--- config.mk ---
export PLATFORM = sky130hd
export DESIGN_NAME = seg7_display_ctrl
export DESIGN_NICKNAME = d
export VERILOG_FILES = /design/src/rtl/seg7_pkg.sv /design/src/rtl/seg7_encoder.sv /design/src/rtl/seg7_display_ctrl.sv
export SDC_FILE = /design/constraint.sdc
export NUM_CORES = 1
export LEC_CHECK = 0
export CAP_MARGIN = 20
export CORE_MARGIN = 4
export CORE_UTILIZATION = 57
export CTS_CLUSTER_SIZE = 28
export DETAILED_ROUTE_END_ITERATION = 6
export PLACE_DENSITY = 0.81
export SLEW_MARGIN = 10
export SYNTH_ARGS = -nofsm -noshare
export SYNTH_HDL_FRONTEND = slang
export SYNTH_SLANG_ARGS = --single-unit
--- constraint.sdc ---
create_clock -name clk_clk -period 3.3 [get_ports clk_clk]
set_clock_uncertainty 0.15 [all_clocks]
set_input_delay 0.825 -clock clk_clk [delete_from_list [all_inputs] [get_ports clk_clk]]
set_output_delay 0.825 -clock clk_clk [all_outputs]
set_load 0.02 [all_outputs]
--- src/rtl/seg7_pkg.sv ---
// Shared types and glyph data for the seg7_display_ctrl slice.
// Glyphs are stored active-high; polarity is applied in seg7_encoder.
package seg7_pkg;

  typedef enum logic [1:0] {
    IDLE,
    CONVERT,
    UPDATE
  } state_e;

  localparam logic [6:0] SEG_DASH  = 7'h40;
  localparam logic [6:0] SEG_BLANK = 7'h00;

  localparam logic [6:0] GLYPH [16] = '{
    7'h3F, 7'h06, 7'h5B, 7'h4F,
    7'h66, 7'h6D, 7'h7D, 7'h07,
    7'h7F, 7'h6F, 7'h77, 7'h7C,
    7'h39, 7'h5E, 7'h79, 7'h71
  };

  function automatic int unsigned dig_lsb(input int unsigned i);
    return i * 4;
  endfunction

endpackage

--- src/rtl/seg7_encoder.sv ---
// Nibble to 7-segment pattern; blank wins over dash, dash over glyph.
// Output polarity follows SEG_ACTIVE_LOW.
module seg7_encoder
  import seg7_pkg::*;
#(
  parameter bit SEG_ACTIVE_LOW = 1'b1
) (
  input  logic [3:0] nib_i,
  input  logic       blank_i,
  input  logic       dash_i,
  output logic [6:0] seg_o
);

  logic [6:0] pat;

  always_comb begin
    pat = GLYPH[nib_i];
    if (dash_i)  pat = SEG_DASH;
    if (blank_i) pat = SEG_BLANK;
    seg_o = SEG_ACTIVE_LOW ? ~pat : pat;
  end

endmodule

--- src/rtl/seg7_display_ctrl.sv ---
// Multi-digit 7-segment controller: hex or double-dabble decimal.
// Optional blinking is built only when SEG7_BLINK_EN is defined.
module seg7_display_ctrl
  import seg7_pkg::*;
#(
  parameter int NUM_DIGITS     = 5,
  parameter int DATA_W         = 16,
  parameter bit SEG_ACTIVE_LOW = 1'b1,
  parameter int BLINK_DIV      = 25_000_000
) (
  input  logic                    clk_clk,
  input  logic                    reset_reset_n,
  input  logic                    load_valid,
  output logic                    load_ready,
  input  logic [DATA_W-1:0]       load_data,
  input  logic                    mode_hex,
  input  logic                    blank_lz,
  input  logic [NUM_DIGITS-1:0]   blink_mask,
  output logic                    busy,
  output logic                    overflow,
  output logic [NUM_DIGITS*7-1:0] seg_pins
);

  localparam int HW = NUM_DIGITS * 4;
  localparam int BW = HW + 4;
  localparam int CW = $clog2(DATA_W);
  localparam logic [NUM_DIGITS*7-1:0] SEG_OFF =
    {(NUM_DIGITS*7){SEG_ACTIVE_LOW}};

  state_e state_q, state_d;
  logic [DATA_W-1:0] data_q, data_d;
  logic [BW-1:0] bcd_q, bcd_d, adj;
  logic [CW-1:0] cnt_q, cnt_d;
  logic hex_q, hex_d, blz_q, blz_d;
  logic lost_q, lost_d;
  logic ready_q, ready_d, busy_q, busy_d;
  logic ovf_q, ovf_d;
  logic [NUM_DIGITS*7-1:0] seg_q, seg_d;

  logic upd, ovf_new, seg_show, nz;
  logic [DATA_W+HW-1:0] hex_ext;
  logic [3:0] nib [NUM_DIGITS];
  logic [NUM_DIGITS-1:0] lz;
  logic [3:0] enc_nib [NUM_DIGITS];
  logic [NUM_DIGITS-1:0] enc_blank;
  logic enc_dash;
  logic [NUM_DIGITS*7-1:0] enc_seg;

  assign upd     = (state_q == UPDATE);
  assign hex_ext = {{HW{1'b0}}, data_q};

  always_comb begin
    adj = bcd_q;
    for (int i = 0; i <= NUM_DIGITS; i++) begin
      if (bcd_q[dig_lsb(i) +: 4] >= 4'd5)
        adj[dig_lsb(i) +: 4] = bcd_q[dig_lsb(i) +: 4] + 4'd3;
    end
  end

  // lost_q catches carries shifted past the extra BCD digit
  always_comb begin
    ovf_new = hex_q ? (|(hex_ext >> HW))
                    : (lost_q | (|bcd_q[BW-1:HW]));
    for (int i = 0; i < NUM_DIGITS; i++) begin
      nib[i] = hex_q ? hex_ext[dig_lsb(i) +: 4]
                     : bcd_q[dig_lsb(i) +: 4];
    end
    nz = 1'b0;
    lz = '0;
    for (int i = NUM_DIGITS - 1; i > 0; i--) begin
      nz    = nz | (nib[i] != 4'd0);
      lz[i] = blz_q & ~nz;
    end
  end

`ifdef SEG7_BLINK_EN
  localparam int BCW = $clog2(BLINK_DIV + 1);

  logic [BCW-1:0] bcnt_q;
  logic phase_q, shown_q;
  logic [3:0] nib_q [NUM_DIGITS];
  logic [NUM_DIGITS-1:0] lz_q;

  always_ff @(posedge clk_clk or negedge reset_reset_n) begin
    if (!reset_reset_n) begin
      bcnt_q  <= '0;
      phase_q <= 1'b0;
      shown_q <= 1'b0;
      lz_q    <= '0;
      for (int i = 0; i < NUM_DIGITS; i++) nib_q[i] <= 4'd0;
    end else begin
      if (bcnt_q == BCW'(BLINK_DIV - 1)) begin
        bcnt_q  <= '0;
        phase_q <= ~phase_q;
      end else begin
        bcnt_q <= bcnt_q + BCW'(1);
      end
      if (upd) begin
        shown_q <= 1'b1;
        lz_q    <= lz;
        nib_q   <= nib;
      end
    end
  end

  // image is re-encoded every cycle so mask changes apply at once
  always_comb begin
    enc_dash = upd ? ovf_new : ovf_q;
    for (int i = 0; i < NUM_DIGITS; i++) begin
      enc_nib[i]   = upd ? nib[i] : nib_q[i];
      enc_blank[i] = (upd ? lz[i] : lz_q[i])
                   | ~(upd | shown_q)
                   | (phase_q & blink_mask[i]);
    end
  end

  assign seg_show = 1'b1;
`else
  logic unused_blink;
  assign unused_blink = ^blink_mask;

  always_comb begin
    enc_dash  = ovf_new;
    enc_blank = lz;
    for (int i = 0; i < NUM_DIGITS; i++) enc_nib[i] = nib[i];
  end

  assign seg_show = upd;
`endif

  for (genvar g = 0; g < NUM_DIGITS; g++) begin : g_enc
    seg7_encoder #(
      .SEG_ACTIVE_LOW(SEG_ACTIVE_LOW)
    ) u_enc (
      .nib_i  (enc_nib[g]),
      .blank_i(enc_blank[g]),
      .dash_i (enc_dash),
      .seg_o  (enc_seg[g*7 +: 7])
    );
  end

  always_comb begin
    state_d = state_q;
    data_d  = data_q;
    bcd_d   = bcd_q;
    cnt_d   = cnt_q;
    hex_d   = hex_q;
    blz_d   = blz_q;
    lost_d  = lost_q;
    ovf_d   = ovf_q;
    unique case (state_q)
      IDLE: begin
        if (load_valid && ready_q) begin
          data_d  = load_data;
          hex_d   = mode_hex;
          blz_d   = blank_lz;
          bcd_d   = '0;
          lost_d  = 1'b0;
          cnt_d   = '0;
          state_d = mode_hex ? UPDATE : CONVERT;
        end
      end
      CONVERT: begin
        bcd_d  = {adj[BW-2:0], data_q[DATA_W-1]};
        lost_d = lost_q | adj[BW-1];
        data_d = data_q << 1;
        cnt_d  = cnt_q + CW'(1);
        if (cnt_q == CW'(DATA_W - 1)) state_d = UPDATE;
      end
      UPDATE: begin
        ovf_d   = ovf_new;
        state_d = IDLE;
      end
      default: state_d = IDLE;
    endcase
    seg_d   = seg_show ? enc_seg : seg_q;
    ready_d = (state_d == IDLE);
    busy_d  = (state_d == CONVERT);
  end

  always_ff @(posedge clk_clk or negedge reset_reset_n) begin
    if (!reset_reset_n) begin
      state_q <= IDLE;
      data_q  <= '0;
      bcd_q   <= '0;
      cnt_q   <= '0;
      hex_q   <= 1'b0;
      blz_q   <= 1'b0;
      lost_q  <= 1'b0;
      ready_q <= 1'b1;
      busy_q  <= 1'b0;
      ovf_q   <= 1'b0;
      seg_q   <= SEG_OFF;
    end else begin
      state_q <= state_d;
      data_q  <= data_d;
      bcd_q   <= bcd_d;
      cnt_q   <= cnt_d;
      hex_q   <= hex_d;
      blz_q   <= blz_d;
      lost_q  <= lost_d;
      ready_q <= ready_d;
      busy_q  <= busy_d;
      ovf_q   <= ovf_d;
      seg_q   <= seg_d;
    end
  end

  assign load_ready = ready_q;
  assign busy       = busy_q;
  assign overflow   = ovf_q;
  assign seg_pins   = seg_q;

endmodule

Yosys cells after proc, flatten, opt, wreduce, memory -nomap -nowiden
Memory sizes are Yosys's and may differ from the RTL's.
Index checks and enable logic that the tools add are counted.
{ "totals": {"rom_bits": 560, "reg_bits": 87, "wordCells": 116, "memories": 5} }
{ "op_classes": {"muxes": 43, "eq_ne": 5, "n_lt_le_gt_ge": 11, "n_bitwise": 23, "addsub": 7, "n_reduce_logical": 11} }
{ "mem_list": {"columns": ["memory", "words", "word_bits", "read_ports", "rd_clocked_by_memory_dff", "wr", "line", "rtl"], "rows": [
  ["(no name shown)", 16, 7, 1, 0, 0, "seg7_encoder.sv:17", "pat = GLYPH[nib_i];"],
  ["(no name shown)", 16, 7, 1, 0, 0, "seg7_encoder.sv:17", null],
  ["(no name shown)", 16, 7, 1, 0, 0, "seg7_encoder.sv:17", null],
  ["(no name shown)", 16, 7, 1, 0, 0, "seg7_encoder.sv:17", null],
  ["(no name shown)", 16, 7, 1, 0, 0, "seg7_encoder.sv:17", null]
]} }
{ "ops": {"columns": ["cell", "n"], "rows": [
  ["$mux W7", 19],
  ["$mux W4", 12],
  ["$pmux W24 S2", 1],
  ["$not A7 Y7", 5],
  ["$pmux W16 S2", 1],
  ["$ge A5 B5 Y1 const B", 5],
  ["$not A4 Y5", 5],
  ["$add A4 B2 Y4 const B", 6],
  ["$ge A4 B3 Y1 const B", 6],
  ["$mux W24", 1],
  ["$mux W16", 1],
  ["$reduce_bool A4 Y1", 4],
  ["$pmux W4 S2", 1],
  ["$mux W2", 3],
  ["$or A1 B1 Y1", 5],
  ["$add A4 B1 Y4 const B", 1],
  ["$and A1 B1 Y1", 4],
  ["$eq A2 B1 Y1 const B", 2],
  ["$eq A4 B4 Y1 const B", 1],
  ["$logic_not A2 Y1", 2],
  ["$not A1 Y1", 4],
  ["$pmux W2 S2", 1],
  ["$reduce_and A2 Y1", 2],
  ["$reduce_or A4 Y1", 1],
  ["other kinds (6)", 7]
]} }

Depth between registers and ports, before layout
Gate-level depths: netlist (run 1).
{ "depth": {"ltp_word": 9, "ltp_mapped": 11, "depth_no_buf": 8} }

Modules after synthesis
Synthesis (run 1) repeated with hierarchy kept, for this count alone.
{ "unflattened": {"cells_unflattened": 554, "hier_area_um2": 5580.4} }
{ "by_module_without_submodules": {"columns": ["module", "area_per_inst_um2", "n_inst", "cells_each", "seq_area_each_um2"], "rows": [
  ["seg7_display_ctrl", 4146.5, 1, 356, 2222.1],
  ["seg7_encoder at g_enc[0].u_enc ...", 287.8, 4, 40, 0.0],
  ["seg7_encoder at g_enc[4].u_enc", 282.8, 1, 38, 0.0]
]} }

Least setup slack after synthesis (run 1)
Ideal clock, no wire load.
{ "synth_path": {"path_kind": "register -> register", "from": "reg hex_q", "to": "reg seg_q[24], in the netlist seg_pins[24]", "arrival_time_ps": 2478, "slack_ps": 588, "path_stages_with_launch": 10, "t_required_ps": 3066, "period_less_slack_ps": 2712, "setup_ps": 84, "cell_sequence": "dfrtp_1 -> buf_6 -> buf_6 -> buf_6 -> buf_2 -> mux2i_1 -> inv_1 -> ha_1 -> mux4_2 -> o32a_2"} }
{ "synth_between": {"elab_chain_len": 8} }
{ "synth_rtl": {"columns": ["item", "line", "rtl"], "rows": [
  ["start, declared", "seg7_display_ctrl.sv:34", "logic hex_q, hex_d, blz_q, blz_d;"],
  ["start signal, assigned", "seg7_display_ctrl.sv:187", "hex_q <= 1'b0;"],
  ["start signal, assigned", "seg7_display_ctrl.sv:199", "hex_q <= hex_d;"],
  ["$mux W4", "seg7_display_ctrl.sv:65", "nib[i] = hex_q ? hex_ext[dig_lsb(i) +: 4]"],
  ["$not A4 Y5 (not written as such)", "seg7_encoder.sv:17", null],
  ["$mem_v2 Z16 W7", null, null],
  ["$mux W7 (not written as such) (2 in series)", "seg7_encoder.sv:17", null],
  ["$mux W7", "seg7_encoder.sv:18", "if (dash_i) pat = SEG_DASH;"],
  ["$mux W7 (*)", "seg7_encoder.sv:19", "if (blank_i) pat = SEG_BLANK;"],
  ["$not A7 Y7 (*)", "seg7_encoder.sv:20", "seg_o = SEG_ACTIVE_LOW ? ~pat : pat;"],
  ["end signal, assigned", "seg7_display_ctrl.sv:205", "seg_q <= seg_d;"],
  ["end, declared", "seg7_display_ctrl.sv:38", "logic [NUM_DIGITS*7-1:0] seg_q, seg_d;"]
]} }
Mark *: on every way between the ends. The rest lies on a longest branch, timed or not. The select of a mux whose other input is x is not followed.
A chain may end at the register's enable or synchronous reset.

Worst setup path after layout (run 1)
{ "layout_path": {"from": "reg hex_q", "to": "reg seg_q[20], in the netlist seg_pins[20]"} }
{ "layout_between": {"elab_chain_len": 8} }
{ "layout_rtl": {"columns": ["item", "line"], "rows": [
  ["$mux W4", "seg7_display_ctrl.sv:65"],
  ["$not A4 Y5 (not written as such) / $reduce_bool A4 Y1 (equally long branches)", "seg7_encoder.sv:17, seg7_display_ctrl.sv:71"],
  ["$mem_v2 Z16 W7 / $or A1 B1 Y1 (equally long branches)", null],
  ["$mux W7 (not written as such) / $or A1 B1 Y1 (equally long branches)", "seg7_encoder.sv:17, seg7_display_ctrl.sv:71"],
  ["$mux W7 (not written as such) / $not A1 Y1 (equally long branches)", "seg7_encoder.sv:17, seg7_display_ctrl.sv:72"],
  ["$mux W7 / $and A1 B1 Y1 (equally long branches)", "seg7_encoder.sv:18, seg7_display_ctrl.sv:72"],
  ["$mux W7 (*)", "seg7_encoder.sv:19"],
  ["$not A7 Y7 (*)", "seg7_encoder.sv:20"]
]} }
Marks and branches as above.

==> results of run 1 <==
state kept, by name, summed over array words and instances, names as in the netlist:
name and flops:
bcd_q 24, blz_q 1, busy 1, cnt_q 4
data_q 16, hex_q 1, load_ready 1, lost_q 1
overflow 1, seg_pins 35, state_q 2
power by group through the flow:
stage	Combinational, mW	Clock [mW]	Sequential, mW
final	4.17	0.681	2.15
after global placement	3.95	0	2.13
after floorplan	2.72	0	2.34
after global routing	4.56	0.729	2.24
after detailed placement	4.11	0	2.17
after CTS	4.13	0.694	2.15
area by class of cell:
class / count / area [um^2]
fillers: 736 / 2950
repair buffers: 68 / 661
clock buffers: 9 / 124
well taps: 129 / 161
flip-flops and latches: 87 / 2220
clock inverters: 7 / 48.8
inverters: 50 / 188
multi-input cells: 381 / 2930
synth_stat cells (6+ instances only):
| master | instances |
|---|---|
| nor2_1 | 34 |
| dfstp_2 | 36 |
| a21oi_1 | 30 |
| mux2i_1 | 28 |
| o21ai_0 | 27 |
| buf_2 | 6 |
| nand2_1 | 35 |
| nand2b_1 | 11 |
| nand3_1 | 9 |
| clkbuf_1 | 16 |
| a31oi_1 | 17 |
| o22a_1 | 7 |
| o32ai_1 | 7 |
| mux2_2 | 10 |
| ha_1 | 44 |
| inv_1 | 49 |
| xnor2_1 | 7 |
| o31ai_1 | 7 |
| a32o_1 | 6 |
| o22ai_1 | 15 |
| dfrtp_1 | 51 |
| a222oi_1 | 13 |
through the flow:
stage          utilization, %  hold slack [ns]  std cells  setup slack [ns]  area (um^2)
6_report                 68.2            0.317        731             0.569         6330
3_5_place_dp             66.2            0.310        714             0.576         6140
4_1_cts                  68.0            0.321        730             0.610         6310
3_3_place_gp             66.2            0.306        714             0.621         6140
5_1_grt                  68.2            0.340        731             0.418         6330
2_1_floorplan               -            0.288        544             0.588         5460
final timing paths:
check | from | endpoint | slack, ns | cells past startpoint
worst max-delay path | hex_q | seg_pins[20] | 0.57 | 8
worst min-delay path | cnt_q[3] | cnt_q[3] | 0.32 | 1
worst max register to register | hex_q | seg_pins[20] | 0.57 | 8
worst min register to register | cnt_q[3] | cnt_q[3] | 0.32 | 1
max in group asynchronous | reset_reset_n | seg_pins[5] | 1.79 | 2
min in group asynchronous | reset_reset_n | blz_q | 0.44 | 1
cells by family after synthesis:
group,count (synthesis),synth area share [%]
flops,87,40.7
compound gates,162,20.8
mux,46,9.86
xor+xnor,12,1.93
fa+ha+maj,44,10.1
buf+inv,76,5.78
simple gates,117,10.8
cell usage in the layout (no fill, tap or decap), drive strengths merged, types with 11 or more instances in the layout:
cell	synthesis	layout
a21oi	31	31
o21ai	28	28
nand2	35	35
mux2	13	13
a222oi	13	13
buf	10	11
inv	50	51
o22ai	15	15
mux2i	29	29
nand2b	11	11
a31oi	17	17
dfrtp	51	51
dfstp	36	36
nor2	34	34
clkdlybuf4s50	0	57
ha	44	44
layer usage:
| metal | vias to the layer above | track usage, % | wire length (um) | part of all wire, % |
|---|---|---|---|---|
| met5 | - | 0 | 0 | 0 |
| met3 | 22 | 2.57 | 798 | 6.3 |
| met4 | 0 | 7.96 | 250 | 2.0 |
| met2 | 174 | 37.0 | 5890 | 47 |
| met1 | 2179 | 32.4 | 5660 | 45 |
| li1 | 2105 | - | - | - |
==> metrics.md, run 1 <==
| Metric | Value |
|---|---|
| Run status | `complete, no violations` |
| Iteration count of the initial detailed-routing pass | `6` |
| Top achievable clock speed | `366 MHz` |
| Number of diodes added for antenna fixing | `0` |
| Half-perimeter wire length of the detailed placement result | `9.11 mm` |
| Data arrival at the endpoint of the critical path | `about 2.9 ns` |
| Number of buffers inserted for hold repair after clock tree synthesis | `0` |
| Number of flops mapped to enable cells by yosys | `0` |
| Max Buffers Root-to-Sink | `2` |
| Critical path startpoint category | `register` |
| Number of rows created at floorplan | `35` |
| Areal power density over the cells | `1110 nW/um^2` |
| Gpl congestion | `0.890` |
| Count of distinct cell types in the synthesized netlist | `63` |
| Average instance area after synthesis | `10.0 um^2` |
| FF+latch count, synth | `87` |
| Maximum number of pins on one net before global-route repair | `71` |
| Number of endpoints failing setup at the final stage | `0` |
| Fin crit share | `82.8%` |
| Critical path's largest stage delay | `0.63 ns` |
| Switch Pwr | `3.19 mW` |
| Detail-routed via count per cell | `around 6.1` |
| Combinational group share of total power | `~60%` |
| Clock root cell | `clkbuf_8` |
| Hold Path Class | `register to register` |
| Post-synth net total | `about 610` |
| Most used cell, CP | `a21oi_1` |
| Sequential cell fraction of total power | `30.8%` |
| All-Layer GR Usage | `23.0%` |
| Number of global-route vias before repair | `between 4,000 and 5,000` |
| Sequential-to-total area share from yosys stat | `40.7%` |
| Async SR Flop Fraction | `between 90% and 100%` |
| Post-CTS Setup Inserts | `0` |
| Post-CTS clock slew at the launch and capture registers of the worst setup and hold paths | `0.09 ns` |
| Remaining design rule violation count | `0` |
| Die Span X | `106 um` |
| Cell class contributing the biggest share of worst-path delay | `compound AO/OA/AOI/OAI gates` |
| Vert. Die Dim | `106 um` |
| Post-layout power | `around 7 mW` |
| Clock net sink count | `slightly below 90` |
| Number of top-level pins | `64` |
| # port buffers | `58` |
| Worst path cell trace | `buf_4 > mux2i_1 > inv_1 > ha_1 > a211oi_1 > a21oi_1 > o2111ai_1 > a21oi_1` |
| Count of final max-slew check failures | `0` |
| Kind of critical path | `register to register` |
| Warnings, synthesis | `0` |
| Final Net Count | `between 600 and 700` |
| Global route total overflow | `0` |
| Hold Vio Cnt, Final | `0` |
| Worst Path Max Fanout | `26` |
| Slew at the pin closest to its max-slew limit | `0.979 ns` |
| Synth-to-Final Area Change | `16.0%` |
| Maximum VDD drop | `0.619 mV` |
| CP bufs+invs | `2` |
| TritonCTS clock tree | `done` |
| Netlist Area Pre-Place | `5460 um^2` |
| Headroom to the max-slew limit | `32.9%` |
| Htree depth | `3` |
| Most used flip-flop cell after synthesis | `dfrtp_1` |
| Initial core utilization | `between 50 and 60%` |
| Internal power component | `3.81 mW` |
| Initial antenna violation count | `0` |
| Static leakage power | `2.73 nW` |
| Area of the core | `9280 um^2` |
| Worst EP required | `between 3 and 4 ns` |
| Setup TNS | `0 ns` |
| Post-route antenna net violation count | `0` |
| Fin crit period | `2.73 ns` |
| Routed via count | `between 4,000 and 5,000` |
| Critical path's slowest cell | `mux2i_1` |
| Post-synth top area cell | `dfrtp_1` |
| Count of cells resized by post-cts repair | `0` |
| Wire length of the first global-routing pass | `21.1 mm` |
| Count of routing violations after the opening detailed-route iteration | `418` |
| Maximum Capacitance Violations | `0` |
| Latest clock arrival within the worst-skew pair | `about 0.36 ns` |
| Crit path capture type | `register` |
| Top cells by area in the synthesized netlist | `dfrtp_1 (23%), dfstp_2 (17%), ha_1 (10%), mux2i_1 (5.1%), inv_1 (3.4%)` |
| Top cell type's share of synthesized area | `23.4%` |
| Proportion of total power due to net switching | `a little under half` |
| Final WL | `12.6 mm` |
| DIE AREA | `11,200 um^2` |
| Number of instances in the synthesized netlist | `544` |
| Drt wl/cell | `roughly 17 um` |
| Setup repair after global routing missed its margin | `no` |
| Share of final-layout standard cells stronger than drive strength 1 | `15.4%` |
| Clk network pwr share | `roughly a tenth` |
| Number of buffers created by CTS | `9` |
Power figures use the tool's default switching activity.
==> run 2, diff against run 1 <==
==> constraint.sdc (replaced) <==
create_clock -name clk_clk -period 2.6 [get_ports clk_clk]
set_clock_uncertainty 0.15 [all_clocks]
set_input_delay 0.65 -clock clk_clk [delete_from_list [all_inputs] [get_ports clk_clk]]
set_output_delay 0.65 -clock clk_clk [all_outputs]
set_load 0.02 [all_outputs]
==> run 2 against run 1 <==
The run now ends with design-rule violations left. Sequential power increased by 28%. Sequential share of layout area shrank 1.2 points. Critical endpoint is now seg_pins[3]. Fmax is 11% higher. Largest power group unchanged. First-iteration DRC count fell by 8.4%.
==> metrics.md, run 2 (same netlist as run 1, synthesis figures left out) <==
| Metric | Value |
|---|---|
| Run status | `complete, but fails checks` |
| Violations in the final reports | `design-rule violations` |
| Static leakage power | `around 2.8 nW` |
| Fin worst setup slack | `0.133 ns` |
| Initial core utilization | `58.8%` |
| Critical path startpoint category | `register` |
| Clk network pwr share | `12.0%` |
| Reg2Reg Capture Point | `seg_pins[3]` |
| Max Buffers Root-to-Sink | `2` |
| # port buffers | `58` |
| Area of the core | `9280 um^2` |
| Total of fill cells in the finished design | `702` |
| Worst Path Max Fanout | `26` |
| Share of final-layout standard cells stronger than drive strength 1 | `17.5%` |
| Worst EP required | `approximately 2.7 ns` |
| Areal power density over the cells | `1440 nW/um^2` |
| Top achievable clock speed | `405 MHz` |
| Hold Vio Cnt, Final | `0` |
| Die Span X | `106 um` |
| Final Net Count | `681` |
| Vert. Die Dim | `106 um` |
| Wire length of the first global-routing pass | `approximately 22 mm` |
| Global route total overflow | `0` |
| Largest register FFs | `35` |
| Data arrival at the endpoint of the critical path | `2.61 ns` |
| Setup repair after global routing missed its margin | `no` |
| Launch point of the critical path | `hex_q` |
| Drt wl/cell | `roughly 17 um` |
| Setup TNS | `0 ns` |
| Number of diodes added for antenna fixing | `0` |
| Combinational group share of total power | `58.8%` |
| Internal power component | `5.33 mW` |
| Hold Path Class | `primary input to asynchronous set/reset pin` |
| Clock net sink count | `between 80 and 90` |
| Switch Pwr | `4.10 mW` |
| Count of final max-slew check failures | `0` |
| Fin crit share | `94.9%` |
| Combined area of the multi-input logic cells | `2940 um^2` |
| Critical register-to-register path startpoint | `hex_q` |
| Setup slack after placement | `0.160 ns` |
| Maximum Capacitance Violations | `0` |
| R2R depth | `6` |
| Count of routing violations after the opening detailed-route iteration | `383` |
| Synth-to-Final Area Change | `20.0%` |
| Headroom to the max-slew limit | `60.7%` |
| Maximum VDD drop | `a little under 0.8 mV` |
| Maximum number of pins on one net before global-route repair | `47` |
| Latest clock arrival within the worst-skew pair | `between 0.3 and 0.4 ns` |
| Routed via count | `around 4,500` |
| Gpl congestion | `about 0.88` |
| Worst-case register-to-register setup slack | `0.13 ns` |
| Detail-routed via count per cell | `6.03` |
| Number of top-level pins | `64` |
| Commonest non-fill, non-tap cell in the layout | `clkdlybuf4s50_1` |
| Number of buffers inserted for hold repair after clock tree synthesis | `0` |
| Count of cells resized by post-cts repair | `0` |
| Proportion of total power due to net switching | `43.5%` |
| Sequential cell area | `2220 um^2` |
| Remaining design rule violation count | `2` |
| Number of endpoints failing setup at the final stage | `0` |
| Fin crit period | `roughly 2.5 ns` |
| Post-CTS Setup Inserts | `0` |
| Critical Path End | `seg_pins[3]` |
| Clock root cell | `clkbuf_8` |
| TritonCTS clock tree | `done` |
| Htree depth | `3` |
| All-Layer GR Usage | `a little under a quarter` |
| Initial antenna violation count | `0` |
| Number of rows created at floorplan | `35` |
| DIE AREA | `roughly 11,000 um^2` |
| Slew at the pin closest to its max-slew limit | `0.573 ns` |
| Number of buffers created by CTS | `9` |
| Worst hold slack after final layout | `0.159 ns` |
| Post-CTS clock slew at the launch and capture registers of the worst setup and hold paths | `0.08 ns` |
| Kind of critical path | `register to register` |
| Final WL | `13.0 mm` |
| Most frequent cells in the layout | `clkdlybuf4s50_1 (57), dfrtp_1 (51), inv_1 (49), ha_1 (44), dfstp_2 (36)` |
| Post-route antenna net violation count | `0` |
| Half-perimeter wire length of the detailed placement result | `9.77 mm` |
| Iteration count of the initial detailed-routing pass | `7` |
| Crit path capture type | `register` |
| Sequential cell fraction of total power | `~29%` |
| Number of global-route vias before repair | `~4,300` |
[run 2: cell count changes in the layout (fill, tap and decap cells not counted), sizes merged]
| cell | delta |
|---|---|
| inv | -1 |
| bufinv | +2 |
| clkbuf | +5 |
| clkinvlp | -2 |
| buf | +14 |
| clkinv | -4 |
[run 2: worst min path at each step]
stage	startpoint	end	slack (ns)	depth (start not counted)
after floorplan	reset_reset_n	bcd_q[0]	0.20	0
after global placement	cnt_q[3]	cnt_q[3]	0.31	1
after detailed placement	overflow	overflow	0.33	2
after CTS	reset_reset_n	bcd_q[17]	0.17	1
after global routing	reset_reset_n	bcd_q[18]	0.20	1
final	reset_reset_n	bcd_q[17]	0.16	1
[run 2: cell type report]
| type | count | area share (%) |
|---|---|---|
| flip-flops and latches | 87 | 33.9 |
| inverters | 50 | 2.87 |
| clock buffers | 14 | 2.81 |
| clock inverters | 2 | 0.917 |
| multi-input cells | 381 | 44.9 |
| well taps | 129 | 2.46 |
| repair buffers | 82 | 12.2 |
[run 2: through the flow]
stage          std cells  utilization (%)  cell area, um^2  power, mW
3_3_place_gp         729             67.9             6300       7.97
3_5_place_dp         729             67.9             6300       8.26
4_1_cts              745             70.5             6550       9.42
2_1_floorplan        544                -             5470       6.44
5_1_grt              745             70.5             6550       10.1
6_report             745             70.5             6550       9.43
[run 2: critical path: stages (launching register included)]
cell     delay (ns)
dfrtp_1        0.48
buf_12         0.22
mux2i_1        0.48
inv_1          0.16
ha_1           0.26
mux4_2         0.47
o22a_1         0.17
[run 2: metal layers]
| layer | GRT usage (%) | routed length (um) | up-vias | share of wire [%] |
|---|---|---|---|---|
| li1 | - | - | 2129 | - |
| met1 | 33.6 | 5860 | 2192 | 45 |
| met2 | 37.9 | 6290 | 152 | 48 |
| met4 | 6.66 | 179 | 0 | 1.4 |
| met5 | 0 | 0 | - | 0 |
| met3 | 3.37 | 671 | 17 | 5.2 |
[run 2: power by group through the flow]
stage                     Sequential [mW]  Clock (mW)  Combinational (mW)
after CTS                            2.75        1.15                5.52
after floorplan                      2.97           0                3.47
after global placement               2.72           0                5.25
after global routing                 2.86        1.20                6.04
after detailed placement             2.78           0                5.48
final                                2.76        1.13                5.54
